===== src/rtl/slave_mem_initiator.sv =====
// slave_mem_initiator: turns a valid/ready command into a single port-0 slave
// memory access, waits for completion or timeout, and returns a held response.
module slave_mem_initiator #(
    parameter int unsigned ADDR_W  = 7,
    parameter int unsigned DATA_W  = 8,
    parameter int unsigned TIMEOUT = 16
) (
    input  logic                  clock,
    input  logic                  reset,
    input  logic                  cmd_valid,
    output logic                  cmd_ready,
    input  logic                  cmd_we,
    input  logic [ADDR_W-1:0]     cmd_addr,
    input  logic [DATA_W-1:0]     cmd_wdata,
    output logic                  rsp_valid,
    input  logic                  rsp_ready,
    output logic [DATA_W-1:0]     rsp_rdata,
    output logic                  rsp_err,
    output logic                  busy,
    output logic [1:0]            S_oe_ram,
    output logic [1:0]            S_we_ram,
    output logic [2*ADDR_W-1:0]   S_addr_ram,
    output logic [2*DATA_W-1:0]   S_Wdata_ram,
    output logic [7:0]            S_data_ram_size,
    input  logic [2*DATA_W-1:0]   Sout_Rdata_ram,
    input  logic [1:0]            Sout_DataRdy
);

    localparam int unsigned CNT_W = (TIMEOUT > 1) ? $clog2(TIMEOUT) : 1;

    typedef enum logic [1:0] {
        IDLE   = 2'd0,
        ACCESS = 2'd1,
        RESP   = 2'd2
    } state_t;

    state_t            state;
    state_t            state_next;
    logic              we_q;
    logic [ADDR_W-1:0] addr_q;
    logic [DATA_W-1:0] wdata_q;
    logic [CNT_W-1:0]  cnt_q;
    logic [DATA_W-1:0] rdata_q;
    logic              err_q;
    logic              accept;
    logic              done;
    logic              expire;

    // Port-1 completion and read data are never consumed.
    logic unused_port1;
    assign unused_port1 = &{1'b0, Sout_DataRdy[1], Sout_Rdata_ram[2*DATA_W-1:DATA_W]};

    // Handshake and access-termination conditions; completion wins over timeout.
    assign accept = (state == IDLE) && cmd_valid && reset;
    assign done   = (state == ACCESS) && Sout_DataRdy[0];
    assign expire = (state == ACCESS) && !Sout_DataRdy[0] && (cnt_q == CNT_W'(TIMEOUT - 1));

    // State register.
    always_ff @(posedge clock) begin
        if (!reset) begin
            state <= IDLE;
        end else begin
            state <= state_next;
        end
    end

    // Next-state logic.
    always_comb begin
        state_next = state;
        case (state)
            IDLE:    if (accept) state_next = ACCESS;
            ACCESS:  if (done || expire) state_next = RESP;
            RESP:    if (rsp_ready) state_next = IDLE;
            default: state_next = IDLE;
        endcase
    end

    // Command latch, timeout counter and response capture.
    always_ff @(posedge clock) begin
        if (!reset) begin
            we_q    <= 1'b0;
            addr_q  <= '0;
            wdata_q <= '0;
            cnt_q   <= '0;
            rdata_q <= '0;
            err_q   <= 1'b0;
        end else begin
            if (accept) begin
                we_q    <= cmd_we;
                addr_q  <= cmd_addr;
                wdata_q <= cmd_wdata;
                cnt_q   <= '0;
            end
            if (done) begin
                rdata_q <= we_q ? '0 : Sout_Rdata_ram[DATA_W-1:0];
                err_q   <= 1'b0;
            end else if (expire) begin
                rdata_q <= '0;
                err_q   <= 1'b1;
            end else if (state == ACCESS) begin
                cnt_q   <= cnt_q + CNT_W'(1);
            end
        end
    end

    // Output decode: port-0 strobes only during ACCESS, port-1 lanes tied off.
    always_comb begin
        cmd_ready       = 1'b0;
        rsp_valid       = 1'b0;
        busy            = (state != IDLE);
        rsp_rdata       = rdata_q;
        rsp_err         = err_q;
        S_oe_ram        = '0;
        S_we_ram        = '0;
        S_addr_ram      = '0;
        S_Wdata_ram     = '0;
        S_data_ram_size = '0;
        case (state)
            IDLE:   cmd_ready = reset;
            ACCESS: begin
                S_we_ram[0]                = we_q;
                S_oe_ram[0]                = ~we_q;
                S_addr_ram[ADDR_W-1:0]     = addr_q;
                S_Wdata_ram[DATA_W-1:0]    = wdata_q;
                S_data_ram_size[3:0]       = 4'(DATA_W);
            end
            RESP:   rsp_valid = 1'b1;
            default: ;
        endcase
    end

endmodule


===== config.mk =====
export PLATFORM = sky130hd
export DESIGN_NAME = slave_mem_initiator
export DESIGN_NICKNAME = d
export VERILOG_FILES = /design/src/rtl/slave_mem_initiator.sv
export SDC_FILE = /design/constraint.sdc
export NUM_CORES = 1
export LEC_CHECK = 0
export ABC_AREA = 1
export CORE_MARGIN = 2
export CORE_UTILIZATION = 34
export DETAILED_ROUTE_END_ITERATION = 6
export PLACE_DENSITY = 0.77
export SLEW_MARGIN = 40
export SYNTH_ARGS = -nofsm -noshare
export SYNTH_HDL_FRONTEND = slang
export SYNTH_SLANG_ARGS = --single-unit

===== constraint.sdc =====
create_clock -name clock -period 1 [get_ports clock]
set_input_delay 0.2 -clock clock [delete_from_list [all_inputs] [get_ports clock]]
set_output_delay 0.2 -clock clock [all_outputs]
set_load 0.005 [all_outputs]

==> results of run 1 <==
==> area by class of cell <==
type / instances / area [sq um]
Multi-Input combinational cell: 141 / 975
Tap cell: 52 / 65.1
Clock inverter: 2 / 35.0
Clock buffer: 6 / 82.6
Timing Repair Buffer: 95 / 936
Fill cell: 354 / 1490
Sequential cell: 31 / 642
Timing Repair inverter: 1 / 11.3
Inverter: 28 / 115
==> per-stage QoR <==
step,hold slack (ns),TNS (ns)
after floorplan,0.347,-1.36
after global placement,0.434,-23.83
after detailed placement,0.437,-23.71
after CTS,0.442,-21.10
after global routing,0.462,-25.42
final,0.455,-23.19
==> layer usage <==
layer | wire length (um) | vias up | track usage, % | share of wire (%)
li1 | - | 800 | - | -
met1 | 2040 | 769 | 20.5 | 40
met2 | 2710 | 55 | 33.1 | 53
met3 | 260 | 11 | 5.70 | 5.1
met4 | 116 | 0 | 9.22 | 2.3
met5 | 0 | - | 0 | 0
==> state kept, by name, indices dropped and copies added (netlist names) <==
signal / flops
rsp_err: 1
addr_q: 7
state: 2
rsp_rdata: 8
we_q: 1
cnt_q: 4
wdata_q: 8
==> worst paths after layout <==
path,start,end,cells after the start
worst min-delay path,rsp_err,rsp_err,2
worst max register to register,state[0],rsp_rdata[7],9
worst max-delay path,state[0],rsp_rdata[7],9
worst min register to register,rsp_err,rsp_err,2
==> cells by family after synthesis <==
logic type                 synth area share, %
adders and majority gates                0.815
buffers and inverters                     22.0
other                                    0.244
DFF                                       40.4
AOI/OAI and AO/OA                         14.6
and+or+nand+nor                           21.9
==> timing repair <==
item,4_1_cts,5_1_grt
pin swaps,30,8
buffers inserted,13,4
cloned,6,0
endpoints found under the setup margin,61,52
resized for setup,199,21
==> worst max-delay path, cell delays in order, from the launching register on <==
cell                      delay, ns
sky130_fd_sc_hd__dfxtp_4       0.37
sky130_fd_sc_hd__inv_4         0.05
sky130_fd_sc_hd__nor2_8        0.12
sky130_fd_sc_hd__buf_4         0.12
sky130_fd_sc_hd__buf_6         0.11
sky130_fd_sc_hd__nand2_4       0.06
sky130_fd_sc_hd__buf_6         0.12
sky130_fd_sc_hd__nor2_4        0.20
sky130_fd_sc_hd__nand2_1       0.13
sky130_fd_sc_hd__a21oi_1       0.18
==> power by group through the flow <==
stage	Combinational, mW	Clock, mW	Sequential, mW
after CTS	0.732	1.30	1.32
after global placement	0.505	0	1.35
final	0.812	1.30	1.32
after global routing	0.864	1.36	1.33
after detailed placement	0.512	0	1.35
after floorplan	0.322	0	1.35
==> placed cells by master, fill, tap and decap left out, types with 2 or more instances in the layout <==
master and count:
sky130_fd_sc_hd__inv_8 2, sky130_fd_sc_hd__nand2_1 24, sky130_fd_sc_hd__conb_1 24, sky130_fd_sc_hd__dfxtp_4 2
sky130_fd_sc_hd__nor2_4 12, sky130_fd_sc_hd__nor2_1 9, sky130_fd_sc_hd__dfxtp_2 11, sky130_fd_sc_hd__buf_16 4
sky130_fd_sc_hd__o21ai_4 2, sky130_fd_sc_hd__clkdlybuf4s50_1 28, sky130_fd_sc_hd__clkbuf_8 6, sky130_fd_sc_hd__nor2_2 6
sky130_fd_sc_hd__a21oi_2 19, sky130_fd_sc_hd__o21ai_2 13, sky130_fd_sc_hd__buf_4 16, sky130_fd_sc_hd__inv_1 22
sky130_fd_sc_hd__buf_2 27, sky130_fd_sc_hd__inv_2 4, sky130_fd_sc_hd__buf_12 7, sky130_fd_sc_hd__nand3_1 10
sky130_fd_sc_hd__a21oi_1 7, sky130_fd_sc_hd__nand2_2 3, sky130_fd_sc_hd__buf_6 11, sky130_fd_sc_hd__nand3_4 4
sky130_fd_sc_hd__dfxtp_1 18
==> flow_summary.toml, run 1 <==
[floorplan]
core_area_sq_mm = 0.00435
chipWidth_um = 71.2
design.die.area_sq_mm = 0.00507
pin_count = 92
start_util_pct = 35.3
core.rowCount = 24
die_h_um = 71.2

[synthesis]
ys_async_sr_fraction_pct = 0
mean_cell_area_of_the_mapped_netlist_sq_um = 7.42
yosys.area.top_type_share_pct = 40.4
post_synth_num_cell_types = 24
synth_edf_count = 0
yosys-top-cells-count = "31 x sky130_fd_sc_hd__dfxtp_1, 28 x sky130_fd_sc_hd__nand2_1, 26 x sky130_fd_sc_hd__a21oi_1, 26 x sky130_fd_sc_hd__inv_1, 25 x sky130_fd_sc_hd__nor2_1"
synthesis.area_sq_mm = 0.00154
synth_sequential_area_ratio_pct = 40.4
count_of_synthesis_stage_warnings_from_yosys = 0
yosysMostFrequentCell = "sky130_fd_sc_hd__dfxtp_1"
postSynthRegisterBits = 31
yosys-top-cells-area = "sky130_fd_sc_hd__dfxtp_1 40%, sky130_fd_sc_hd__buf_4 12%, sky130_fd_sc_hd__a21oi_1 8.5%"
post-synth-top-area-cell = "sky130_fd_sc_hd__dfxtp_1"
synth_cells = 207
dominantRegCellSynth = "sky130_fd_sc_hd__dfxtp_1"

[pwr]
comb_power_share_pct = 23.7
power.switching_fraction_pct = 26.5
pwrdens_mw_per_mm2 = 1200
p_seq_share_pct = 38.5
post-layout-total-power_mw = 3.43
leakage_dissipation_nw = 1.22
ir_worst_vdd_uv = 780
intPower_mw = 2.52
power.clock.fraction_pct = 37.8
power.net_switching_mw = 0.908

[placed_design]
estimated_wirelength_of_the_detail_placed_design_mm = 2.50
number_of_placed_cells_counting_well_taps = 327
globalplace.congestion = 0.759
dp_slack_ns = -0.572
port-buffer-count = 58
post_dp_cell_area_sq_mm = 0.00228

[clocking]
cts_tree = "yes"
clock_insertion_delay_worst_skew_ns = 0.29
clk_transition_reported_paths_ns = 0.07
numClockSinks = 31
cts_hold_buf = 0
cts_htree_levels = 2
clock-root-buffer = "sky130_fd_sc_hd__clkbuf_8"
cts_made_buffers = 5
clockBufferDepth = 2

[finish]
antenna_cells_inserted = 0
final_nets = 342
postLayoutCellArea_sq_mm = 0.00286
fin_cells = 356
layout_cells_sized_above_1_pct = 52.0
area_growth_pct = 86.4
layout.core_utilization_pct = 65.7

[setup_path]
crit_path_max_fanout = 8
critical_path_class = "reg2reg"
worst-endpoint-arrival_ns = 1.75
critical_path.startpoint_type = "flip-flop"
critical_path.endpoint_type = "flip-flop"
cp_data_required_time_ns = 1.21
reg2reg_slack_ns = -0.55

[sta]
achievable-frequency_ghz = 0.646
report.final.hold_viol_count = 0
report.final.setup_viol = 52
min_period_over_period_pct = 155
shortest_clock_period_the_worst_path_allows_after_layout_ns = 1.55
timing_max_transition_violations_final = 0
final_critical_path_setup_slack_ns = -0.548
fin_worst_skew_ns = 0.0116
setup_repair_after_global_routing_missed_its_margin = "yes"

[grt]
initial_antenna_violation_count = 0
vias_in_the_first_global_route = 1546
grt_first_pass_wirelength_mm = 7.29
grt_max_degree = 21
grt.overflow.total = 0
global_route.usage.total_pct = 18.9

[status]
failed_checks = "negative setup slack"
status = "finished with violations"

[detailed_routing]
drt_iter0_markers = 87
routed_wirelength_mm = 5.13
ant_nets = 0
routedWlPerCell_um = 14.4
remaining_drc_errors = 0
detail_route.vias_per_cell = 4.59
dr_total_vias = 1635
drt_pass1_iterations = 6

[run]
timing.max_cap.violations = 0

[min_path]
hp-class = "reg2reg"
Power figures use the tool's default switching activity.
==> run 2: changes to the inputs <==
--- a/config.mk
+++ b/config.mk
@@ -8,6 +8,7 @@
 export ABC_AREA = 1
 export CORE_MARGIN = 2
 export CORE_UTILIZATION = 34
+export CTS_BUF_LIST = sky130_fd_sc_hd__clkbuf_8 sky130_fd_sc_hd__clkbuf_16
 export DETAILED_ROUTE_END_ITERATION = 6
 export PLACE_DENSITY = 0.77
 export SLEW_MARGIN = 40
==> results of run 2 <==
Final layout, timing and power as in run 1 (identical DEF).
==> run 3: changes to the inputs <==
--- a/config.mk
+++ b/config.mk
@@ -10,6 +10,7 @@
 export CORE_UTILIZATION = 34
 export CTS_BUF_LIST = sky130_fd_sc_hd__clkbuf_8 sky130_fd_sc_hd__clkbuf_16
 export DETAILED_ROUTE_END_ITERATION = 6
+export HOLD_SLACK_MARGIN = 0.05
 export PLACE_DENSITY = 0.77
 export SLEW_MARGIN = 40
 export SYNTH_ARGS = -nofsm -noshare
==> results of run 3 <==
Final layout, timing and power as in run 1 (identical DEF).
==> patch (settings of run 2) <==
The 3 states of `state_t` get a one-hot encoding in 3 bits.
--- a/src/rtl/slave_mem_initiator.sv
+++ b/src/rtl/slave_mem_initiator.sv
@@ -30,6 +30,6 @@
 
-    typedef enum logic [1:0] {
-        IDLE   = 2'd0,
-        ACCESS = 2'd1,
-        RESP   = 2'd2
+    typedef enum logic [2:0] {
+        IDLE   = 3'b001,
+        ACCESS = 3'b010,
+        RESP   = 3'b100
     } state_t;
Function: same outputs for any inputs over 10 cycles, from zero or initial values and one cycle with reset low; not proved beyond that.
==> patch against run 2 <==
Total power decreased by 3.1%; clock skew decreased by 4.2 ps; critical path depth decreased by 3; final area increased by 10%; critical endpoint is now S_addr_ram[5]; global-route usage increased by 1.6 points; worst hold slack improved by 23 ps; routed wire length increased by 17%; die area increased by 4.9%; critical path type is now register to output pin; sequential cell count increased by 1; highest routed layer unchanged; the flow still finishes with violations (setup timing); worst setup slack improved by 56 ps; via count increased by 12%; largest cell class unchanged; synthesized area increased by 5.2%.
==> patch: results (changes against run 2) <==
status=complete, but fails checks; failing checks=setup timing; Final Skew=7.387 ps (-4.230 ps); Total Neg Setup Slack=-20760 ps (+2433 ps); r2r endpoint=rsp_rdata[4]; via count=1826 (+12%); CP Max Fanout=8 (unchanged); final worst slack=-491.4 ps (+56.36 ps); DR WL/cell=16.06 µm (+11%); ant diodes=0 (unchanged); CP endpoint=S_addr_ram[5]; Hold Path Class=register to register; PostCTS Resize Cnt=210 (+5.5%); synth unique cells=28 (+17%); DR iter-0 viols=124 (+43%); flop2flop setup slack=-470 ps (+80 ps); sw frac=28.05% (+1.6 points); CP max-delay cell=dfxtp_2; Hold EP=wdata_q[1]; CP top delay family=buffers and inverters; largest net degree at the start of global routing=13 (-38%); CTS Buf Count=5 (unchanged); Post-CTS Setup Inserts=14 (+1); Post-Place Cells=340 (+4.0%); most common library cells after synthesis=dfxtp_1 (32), a21oi_1 (26), buf_4 (25); Non-Filler Instances=373 (+4.8%); Peak supply drop=0.001110 V (+42%); Leak=1.301 nW (+6.2%); largest cells by area after synthesis=dfxtp_1 (40%), buf_4 (12%), a21oi_1 (8.1%), nand3_1 (7.4%), nor2_1 (5.6%); combinational gate power=0.842 mW (+3.7%); drt pass-1 iters=4 (-2); clock group power=1.12 mW (-14%); Hold Slack=477.2 ps (+22.62 ps); worst path arrival time=1290 ps (-460 ps); Ys Warns=0 (unchanged); final setup vio count=53 (+1.9%); hold path start=wdata_q[1]; Reg2Reg Depth=9 (unchanged); H-tree Lvls=2 (unchanged); pre-CTS setup slack=-638.2 ps (-65.83 ps); placed cell area=2430 µm² (+6.7%); total track usage=20.48% (+1.6 points); CTS Root Cell=clkbuf_8; post-layout util=67.60% (+1.9 points); PortBufs=58 (unchanged); layout cell share with drive strength beyond 1=60.19% (+8.2 points); GP Congestion=0.7466 (-1.7%); fin nets=357 (+4.4%); Avg Inst Size Synth=7.619 µm² (+2.7%); CP max stage delay=340 ps (-30 ps); sequential area share after synthesis=39.66% (-0.76 points); hpwl dp=2.723 mm (+8.8%); Critical path origin=state[2]; first-pass GRT wire length=8.328 mm (+14%); clk_lat worst skew=290 ps (about the same); Clock Path Buffers=2 (unchanged); Synth Flop Type=dfxtp_1; internal power=2.393 mW (-5.2%); via count of the first global-routing pass=1737 (+12%)
## patch: cell types whose count changed after synthesis, moves of 2 or more
cell,before,now
nor2_2,1,3
buf_2,3,1
o21ai_0,7,16
nand3_1,10,24
inv_2,2,0
nand2_1,28,13
nand2_2,1,3
o21ai_1,9,0
inv_1,26,23
## patch: routing by layer
metal,part of all wire (%),routed length (µm),global-route usage [%],vias up
met5,0,0,0,-
met4,3.5,209,7.819,0
met3,4.5,269,5.387,17
met2,53,3190,36.06,69
met1,39,2322,23.63,881
li1,-,-,-,859
## patch: cell families after synthesis
group                      count (synthesis)  share of synthesized area, %
buffers and inverters                     57                         21.07
and+or+nand+nor                           76                         23.63
AOI/OAI and AO/OA                         45                         14.64
adders and majority gates                  1                        0.7745
DFF                                       32                         39.66
other                                      1                        0.2322
## patch: area by class of cell
class	instances	area, µm²
fillers	327	1510
multi-input cells	146	1196
repair buffers	109	1031
flip-flops and latches	32	663.1
clock buffers	6	93.84
inverters	24	90.09
well taps	54	67.56
clock inverters	2	8.758
